==> src/rtl/gbuff_out_reader.sv <==
// Drains the filled output global buffer word by word and streams it over a
// valid/ready interface with full backpressure, marking the final word.
module gbuff_out_reader #(
    parameter int WORD_SIZE = 32,
    parameter int ROW_SIZE  = 5,
    parameter int DEPTH     = 32
) (
    input  logic                  clk,
    input  logic                  rst_n,
    input  logic                  start,
    input  logic [ROW_SIZE:0]     count,
    output logic [ROW_SIZE-1:0]   buf_idx,
    input  logic [WORD_SIZE-1:0]  buf_data,
    output logic                  m_valid,
    input  logic                  m_ready,
    output logic [WORD_SIZE-1:0]  m_data,
    output logic                  m_last,
    output logic                  busy,
    output logic                  done
);

    typedef enum logic [1:0] {
        IDLE   = 2'd0,
        STREAM = 2'd1,
        DONE   = 2'd2
    } state_t;

    localparam logic [ROW_SIZE:0] DEPTH_C = (ROW_SIZE + 1)'(DEPTH);
    localparam logic [ROW_SIZE:0] ONE_C   = (ROW_SIZE + 1)'(1);
    localparam logic [ROW_SIZE:0] ZERO_C  = (ROW_SIZE + 1)'(0);

    state_t                 state_r, state_s;
    logic [ROW_SIZE:0]      rd_ptr_r, rd_ptr_s;
    logic [ROW_SIZE:0]      remaining_r, remaining_s;
    logic                   m_valid_r, m_valid_s;
    logic                   m_last_r, m_last_s;
    logic [WORD_SIZE-1:0]   m_data_r, m_data_s;
    logic [ROW_SIZE-1:0]    buf_idx_r;
    logic                   busy_r;
    logic                   done_r;
    logic                   fetch_s;
    logic                   xfer_s;

    // Next-state, fetch and handshake decode.
    always_comb begin
        state_s     = state_r;
        rd_ptr_s    = rd_ptr_r;
        remaining_s = remaining_r;
        m_valid_s   = m_valid_r;
        m_last_s    = m_last_r;
        m_data_s    = m_data_r;
        fetch_s     = 1'b0;
        xfer_s      = m_valid_r && m_ready;
        case (state_r)
            IDLE: begin
                // A zero-length job passes one empty STREAM cycle before DONE.
                if (start) begin
                    state_s     = STREAM;
                    rd_ptr_s    = ZERO_C;
                    remaining_s = (count > DEPTH_C) ? DEPTH_C : count;
                end else begin
                    state_s = IDLE;
                end
            end
            STREAM: begin
                fetch_s = (remaining_r != ZERO_C) && (!m_valid_r || m_ready);
                if (fetch_s) begin
                    m_data_s    = buf_data;
                    m_valid_s   = 1'b1;
                    m_last_s    = (remaining_r == ONE_C);
                    rd_ptr_s    = rd_ptr_r + ONE_C;
                    remaining_s = remaining_r - ONE_C;
                end else if (xfer_s) begin
                    m_valid_s = 1'b0;
                    m_last_s  = 1'b0;
                end else begin
                    m_valid_s = m_valid_r;
                end
                if (xfer_s && m_last_r) begin
                    state_s = DONE;
                end else if ((remaining_r == ZERO_C) && !m_valid_r) begin
                    state_s = DONE;
                end else begin
                    state_s = STREAM;
                end
            end
            DONE: begin
                state_s = IDLE;
            end
            default: begin
                state_s = IDLE;
            end
        endcase
    end

    // State and output registers; status outputs are derived from next state.
    always_ff @(posedge clk or negedge rst_n) begin
        if (!rst_n) begin
            state_r     <= IDLE;
            rd_ptr_r    <= ZERO_C;
            remaining_r <= ZERO_C;
            m_valid_r   <= 1'b0;
            m_last_r    <= 1'b0;
            m_data_r    <= {WORD_SIZE{1'b0}};
            buf_idx_r   <= {ROW_SIZE{1'b0}};
            busy_r      <= 1'b0;
            done_r      <= 1'b0;
        end else begin
            state_r     <= state_s;
            rd_ptr_r    <= rd_ptr_s;
            remaining_r <= remaining_s;
            m_valid_r   <= m_valid_s;
            m_last_r    <= m_last_s;
            m_data_r    <= m_data_s;
            buf_idx_r   <= (state_s == STREAM) ? rd_ptr_s[ROW_SIZE-1:0] : {ROW_SIZE{1'b0}};
            busy_r      <= (state_s != IDLE);
            done_r      <= (state_s == DONE);
        end
    end

    assign buf_idx = buf_idx_r;
    assign m_valid = m_valid_r;
    assign m_last  = m_last_r;
    assign m_data  = m_data_r;
    assign busy    = busy_r;
    assign done    = done_r;

endmodule

==> config.mk <==
export PLATFORM = sky130hd
export DESIGN_NAME = gbuff_out_reader
export DESIGN_NICKNAME = d
export VERILOG_FILES = /design/src/rtl/gbuff_out_reader.sv
export SDC_FILE = /design/constraint.sdc
export NUM_CORES = 1
export LEC_CHECK = 0
export CORE_ASPECT_RATIO = 0.9
export CORE_MARGIN = 8
export CORE_UTILIZATION = 48
export CTS_BUF_LIST = sky130_fd_sc_hd__clkbuf_16
export CTS_CLUSTER_DIAMETER = 120
export DETAILED_ROUTE_END_ITERATION = 8
export PLACE_DENSITY = 0.84
export SLEW_MARGIN = 25
export SYNTH_ARGS = -nofsm -noshare
export SYNTH_HDL_FRONTEND = slang
export SYNTH_SLANG_ARGS = --single-unit
==> constraint.sdc <==
create_clock -name clk -period 3.3 [get_ports clk]
set_input_delay 0.66 -clock clk [delete_from_list [all_inputs] [get_ports clk]]
set_output_delay 0.66 -clock clk [all_outputs]
set_load 0.1 [all_outputs]
## Word level (Yosys, flattened, before mapping)

Cells that the tools add are included.

| word-level totals | value |
|---|---|
| flip-flop bits (word level) | 55 |
| bits of input ports | 42 |
| output and inout bits | 41 |

| cells by class | value |
|---|---|
| $add $sub $neg | 2 |
| order comparisons | 1 |
| equality and inequality tests | 6 |
| multiplexer cells | 15 |
| reductions and logical operators | 15 |

Operator list:

| operator | count |
|---|---|
| 6-bit 2-to-1 mux | 5 |
| 6-bit one-hot mux with 2 select lines | 2 |
| 6-bit by 1-bit adder with 6-bit output (second input constant) | 1 |
| 6-bit by 1-bit == test with 1-bit output (second input constant) | 1 |
| 6-bit greater-than comparator (second input constant) | 1 |
| 6-bit zero test | 1 |
| 2-bit nonzero test | 3 |
| 6-bit nonzero test | 1 |
| 6-bit by 1-bit subtractor with 6-bit output (second input constant) | 1 |
| 5-bit 2-to-1 mux | 1 |
| 2-bit by 1-bit == test with 1-bit output (second input constant) | 2 |
| 1-bit logical AND | 4 |
| 1-bit 2-to-1 mux | 4 |
| 2-bit 2-to-1 mux | 2 |
| 2-bit inequality test (second input constant) | 2 |
| 2-bit one-hot mux with 2 select lines | 1 |
| 2-bit AND reduction | 2 |
| 3-bit AND reduction | 1 |
| 2-bit == test (second input constant) | 1 |
| 2-bit zero test | 1 |
| 1-bit zero test | 1 |
| 1-bit logical OR | 1 |

## Logic depth before layout (Yosys ltp)

| logic depth | value |
|---|---|
| depth in word-level cells | 7 |
| mapped depth | 7 |
| gate-level depth less buffers | 6 |

## Worst setup path before layout

No wires, ideal clock.

| timing | value |
|---|---|
| path kind | register to register |
| from | register m_valid_r (netlist: m_valid) |
| to | register m_data_r[13] (netlist: m_data[13]) |
| arrival time | 2036 ps |
| required time | 3175 ps |
| slack | 1139 ps |
| stages on the path, launching flop included | 5 |
| period minus slack after synthesis | 2161 ps |
| cells stage by stage | dfrtp_1 nor2b_1 a211oi_4 buf_4 mux2_2 |

| between the ends | value |
|---|---|
| cells in the longest elaborated chain, start to end | 4 |

RTL lines:

| item | RTL line | text |
|---|---|---|
| from (decl) | 35 | `logic m_valid_r, m_valid_s;` |
| from (signal assigned) | 112 | `m_valid_r <= m_valid_s;` |
| 1-bit zero test | 66 | `fetch_s = (remaining_r != ZERO_C) && (!m_valid_r \|\| m_ready);` |
| 1-bit logical OR | 66 |  |
| 1-bit logical AND | 66 |  |
| 2-bit AND reduction (no source line) | - |  |
| to (signal assigned) | 104 | `m_data_r <= {WORD_SIZE{1'b0}};` |
| to (signal assigned) | 114 | `m_data_r <= m_data_s;` |
| to (decl) | 37 | `logic [WORD_SIZE-1:0] m_data_r, m_data_s;` |

No other way between the ends.
A chain may end at the register's enable or synchronous reset.

## Final worst setup path

| timing | value |
|---|---|
| from | input m_ready |
| to | register m_data_r[31] (netlist: m_data[31]) |

| between the ends | value |
|---|---|
| cells in the longest elaborated chain, start to end | 3 |

RTL lines:

| item | RTL line | text |
|---|---|---|
| from (decl) | 15 | `input logic m_ready,` |
| 1-bit logical OR | 66 |  |
| 1-bit logical AND | 66 |  |
| 2-bit AND reduction (no source line) | - |  |

No other way between the ends.

==> run_results.csv <==
group,metric,value,unit
cts,numCtsBuffers,5,
cts,clockBufferDepth,2,
global_route,grt_pass1_vias,1861,
min_path,hp-class,"input port to asynchronous set/reset pin",
cts,cts_repair_resize_count,0,
cts,htreeDepth,2,
cts,cts_root_buf,"clkbuf_16",
worst_setup_path,critPathRequiredTime,3.47,ns
finish,fillers,366,
die,coreArea,0.00480,mm^2
routing,drc,0,
place,port_buffers,82,
routing,dr.pass1.iters,4,
die,die_x,90.1,um
finish,num_antenna_cells,0,
sta,setup_viol,0,
cts,cts_tree,"done",
logic_synthesis,yosys_warnings,0,
finish,fin_area,0.00330,mm^2
place,dp.cells,329,
logic_synthesis,ys.flop_type,"dfrtp_1",
cts,ctsHoldBuffers,0,
die,design.die.area,0.00744,mm^2
sta,whs,0.363,ns
worst_setup_path,crit_fanout,35,
place,gp_congestion,0.786,
global_route,grt_pass1_wl,8990,um
logic_synthesis,syn_area_per_cell,12.7,um^2
logic_synthesis,synthDistinctLibCells,43,
sta,slew_headroom,0.619,
global_route,antenna_found_initial,0,
logic_synthesis,syn_nets,231,
finish,drive_gt1_frac,0.336,
place,placed_cell_area,0.00314,mm^2
worst_setup_path,critPathArrivalTime,2.38,ns
sta,period_share,0.668,
job,maxCapViolations,0,
status,status,"finished, final reports clean",
sta,max_freq,453,MHz
logic_synthesis,ys_async_sr_fraction,1.00,
cts,cts_setup_buffers,0,
logic_synthesis,netlist_instances,186,
die,fp.dieH,82.7,um
routing,viasPerCell,5.16,
place,dp_hpwl,4200,um
routing,drt_iter0_markers,88,
cts,clock_latency,0.29,ns
sta,skew,0.00819,ns
sta,tns,0,ns
cts,clk_pin_slew_worst_paths,0.07,ns
cts,clock-sinks,54,
finish,finalNetCount,316,
global_route,grt.total_usage,0.150,
finish,area_delta_synth_final,39.4,%
logic_synthesis,synth_seq_cells,54,
routing,ant_nets,0,
sta,hold_viol_final,0,
finish,finalNonFillerCells,336,
logic_synthesis,synth_edf_count,0,
die,pin_count,83,
routing,num_vias,1733,
routing,wl,5420,um
logic_synthesis,synth.yosys.seq_area_share,0.570,
die,start_util,0.493,
global_route,grt_max_degree,36,
sta,rsz0062_at_grt,"no",
worst_setup_path,worst_setup_path_start_kind,"input port",
sta,slew_violations,0,
sta,period_needed,2.21,ns
logic_synthesis,syn_area,0.00237,mm^2
worst_setup_path,worstSetupPathType,"input port to flop",
die,rows,24,
sta,tightest_slew,0.570,ns
global_route,grt_remaining_overflow,0,
worst_setup_path,critical_path.endpoint_type,"flop",
routing,wl_per_cell,16.1,um
-- worst max-delay path, stage by stage --
cell             delay [ns]
clkdlybuf4s50_1        0.54
nor2b_1                0.14
a211oi_4               0.22
buf_4                  0.42
mux2_2                 0.39
-- cells in the final DEF, fill, tap and decap left out, types with 2 or more instances in the layout --
master	count
buf_4	44
clkdlybuf4s50_1	40
o22a_1	2
a21oi_1	8
clkbuf_16	5
a211oi_1	3
or3_1	2
nor3_1	2
nand3_1	2
xnor2_1	2
nor2b_1	3
dfrtp_1	54
a31oi_1	5
mux2_2	32
o21ai_0	8
nand2_1	6
nor2_1	14
o21ba_1	2
nand2b_1	3
inv_1	7
ha_1	3
-- per-layer routing --
| metal | up-vias | global-route usage | wire [um] |
|---|---|---|---|
| met3 | 12 | 0.0334 | 298 |
| met2 | 54 | 0.277 | 2800 |
| met1 | 836 | 0.161 | 2160 |
| li1 | 831 | - | - |
| met4 | 0 | 0.0862 | 158 |
| met5 | - | 0 | 0 |
-- flip-flops by register name (all words and copies together), names as in the netlist --
signal	count
rd_ptr_r	5
m_valid	1
done	1
buf_idx	5
remaining_r	6
m_data	32
m_last	1
state_r	2
busy	1
-- synthesized netlist by cell type (2+ instances only) --
master / n / area [um^2]
a21oi_1: 8 / 40.0
buf_2: 2 / 10.0
nor3_1: 2 / 10.0
a211oi_1: 3 / 22.5
o21ba_1: 2 / 20.0
o22a_1: 2 / 17.5
inv_1: 7 / 26.3
nand3_1: 2 / 10.0
nand2_1: 6 / 22.5
or3_1: 2 / 12.5
ha_1: 3 / 37.5
buf_4: 3 / 22.5
dfrtp_1: 54 / 1350
nor2_1: 14 / 52.6
nor2b_1: 3 / 18.8
xnor2_1: 2 / 17.5
a31oi_1: 5 / 31.3
o21ai_0: 8 / 40.0
mux2_2: 32 / 360
nand2b_1: 3 / 18.8
-- kinds of logic (layout without fill, tap and decap cells) --
logic type | after synthesis | count (layout) | share of synthesized area
buffers and inverters | 14 | 99 | 0.0312
DFF | 54 | 54 | 0.570
and+or+nand+nor | 40 | 40 | 0.0882
AOI/OAI and AO/OA | 40 | 40 | 0.130
muxes | 33 | 33 | 0.157
adders and majority gates | 3 | 3 | 0.0158
xor gates and xnor gates | 2 | 2 | 0.00739
-- path summary, 6_finish.rpt --
path | startpoint | endpoint | slack [ns] | depth (start not counted)
setup / recovery | m_ready | m_data[31]$_DFFE_PN0P_ | 1.09 | 5
hold / removal | rst_n | m_data[7]$_DFFE_PN0P_ | 0.36 | 1
setup reg to reg | remaining_r[0]$_DFFE_PN0P_ | m_data[31]$_DFFE_PN0P_ | 1.14 | 6
hold reg to reg | m_data[18]$_DFFE_PN0P_ | m_data[18]$_DFFE_PN0P_ | 0.49 | 1
max in group asynchronous | rst_n | rd_ptr_r[2]$_DFF_PN0_ | 2.28 | 2
min in group clk | m_data[18]$_DFFE_PN0P_ | m_data[18]$_DFFE_PN0P_ | 0.49 | 1
-- area by class of cell --
type,instances,area (um^2),share of cell area
clock buffer,5,125,0.0379
clock inverter,2,38.8,0.0117
inverter,7,26.3,0.00795
multi-input combinational,118,945,0.286
sequential,54,1350,0.409
tap,65,81.3,0.0246
timing repair buffer,85,736,0.223
-- metrics by stage --
step	util	setup WS [ns]
after floorplan	-	1.14
after global placement	0.653	0.819
after detailed placement	0.653	0.793
after CTS	0.688	1.09
after global routing	0.688	1.01
final	0.688	1.09
Power is not shown: default switching activity piles up to over one toggle a cycle in this logic, so the estimate is an artifact.
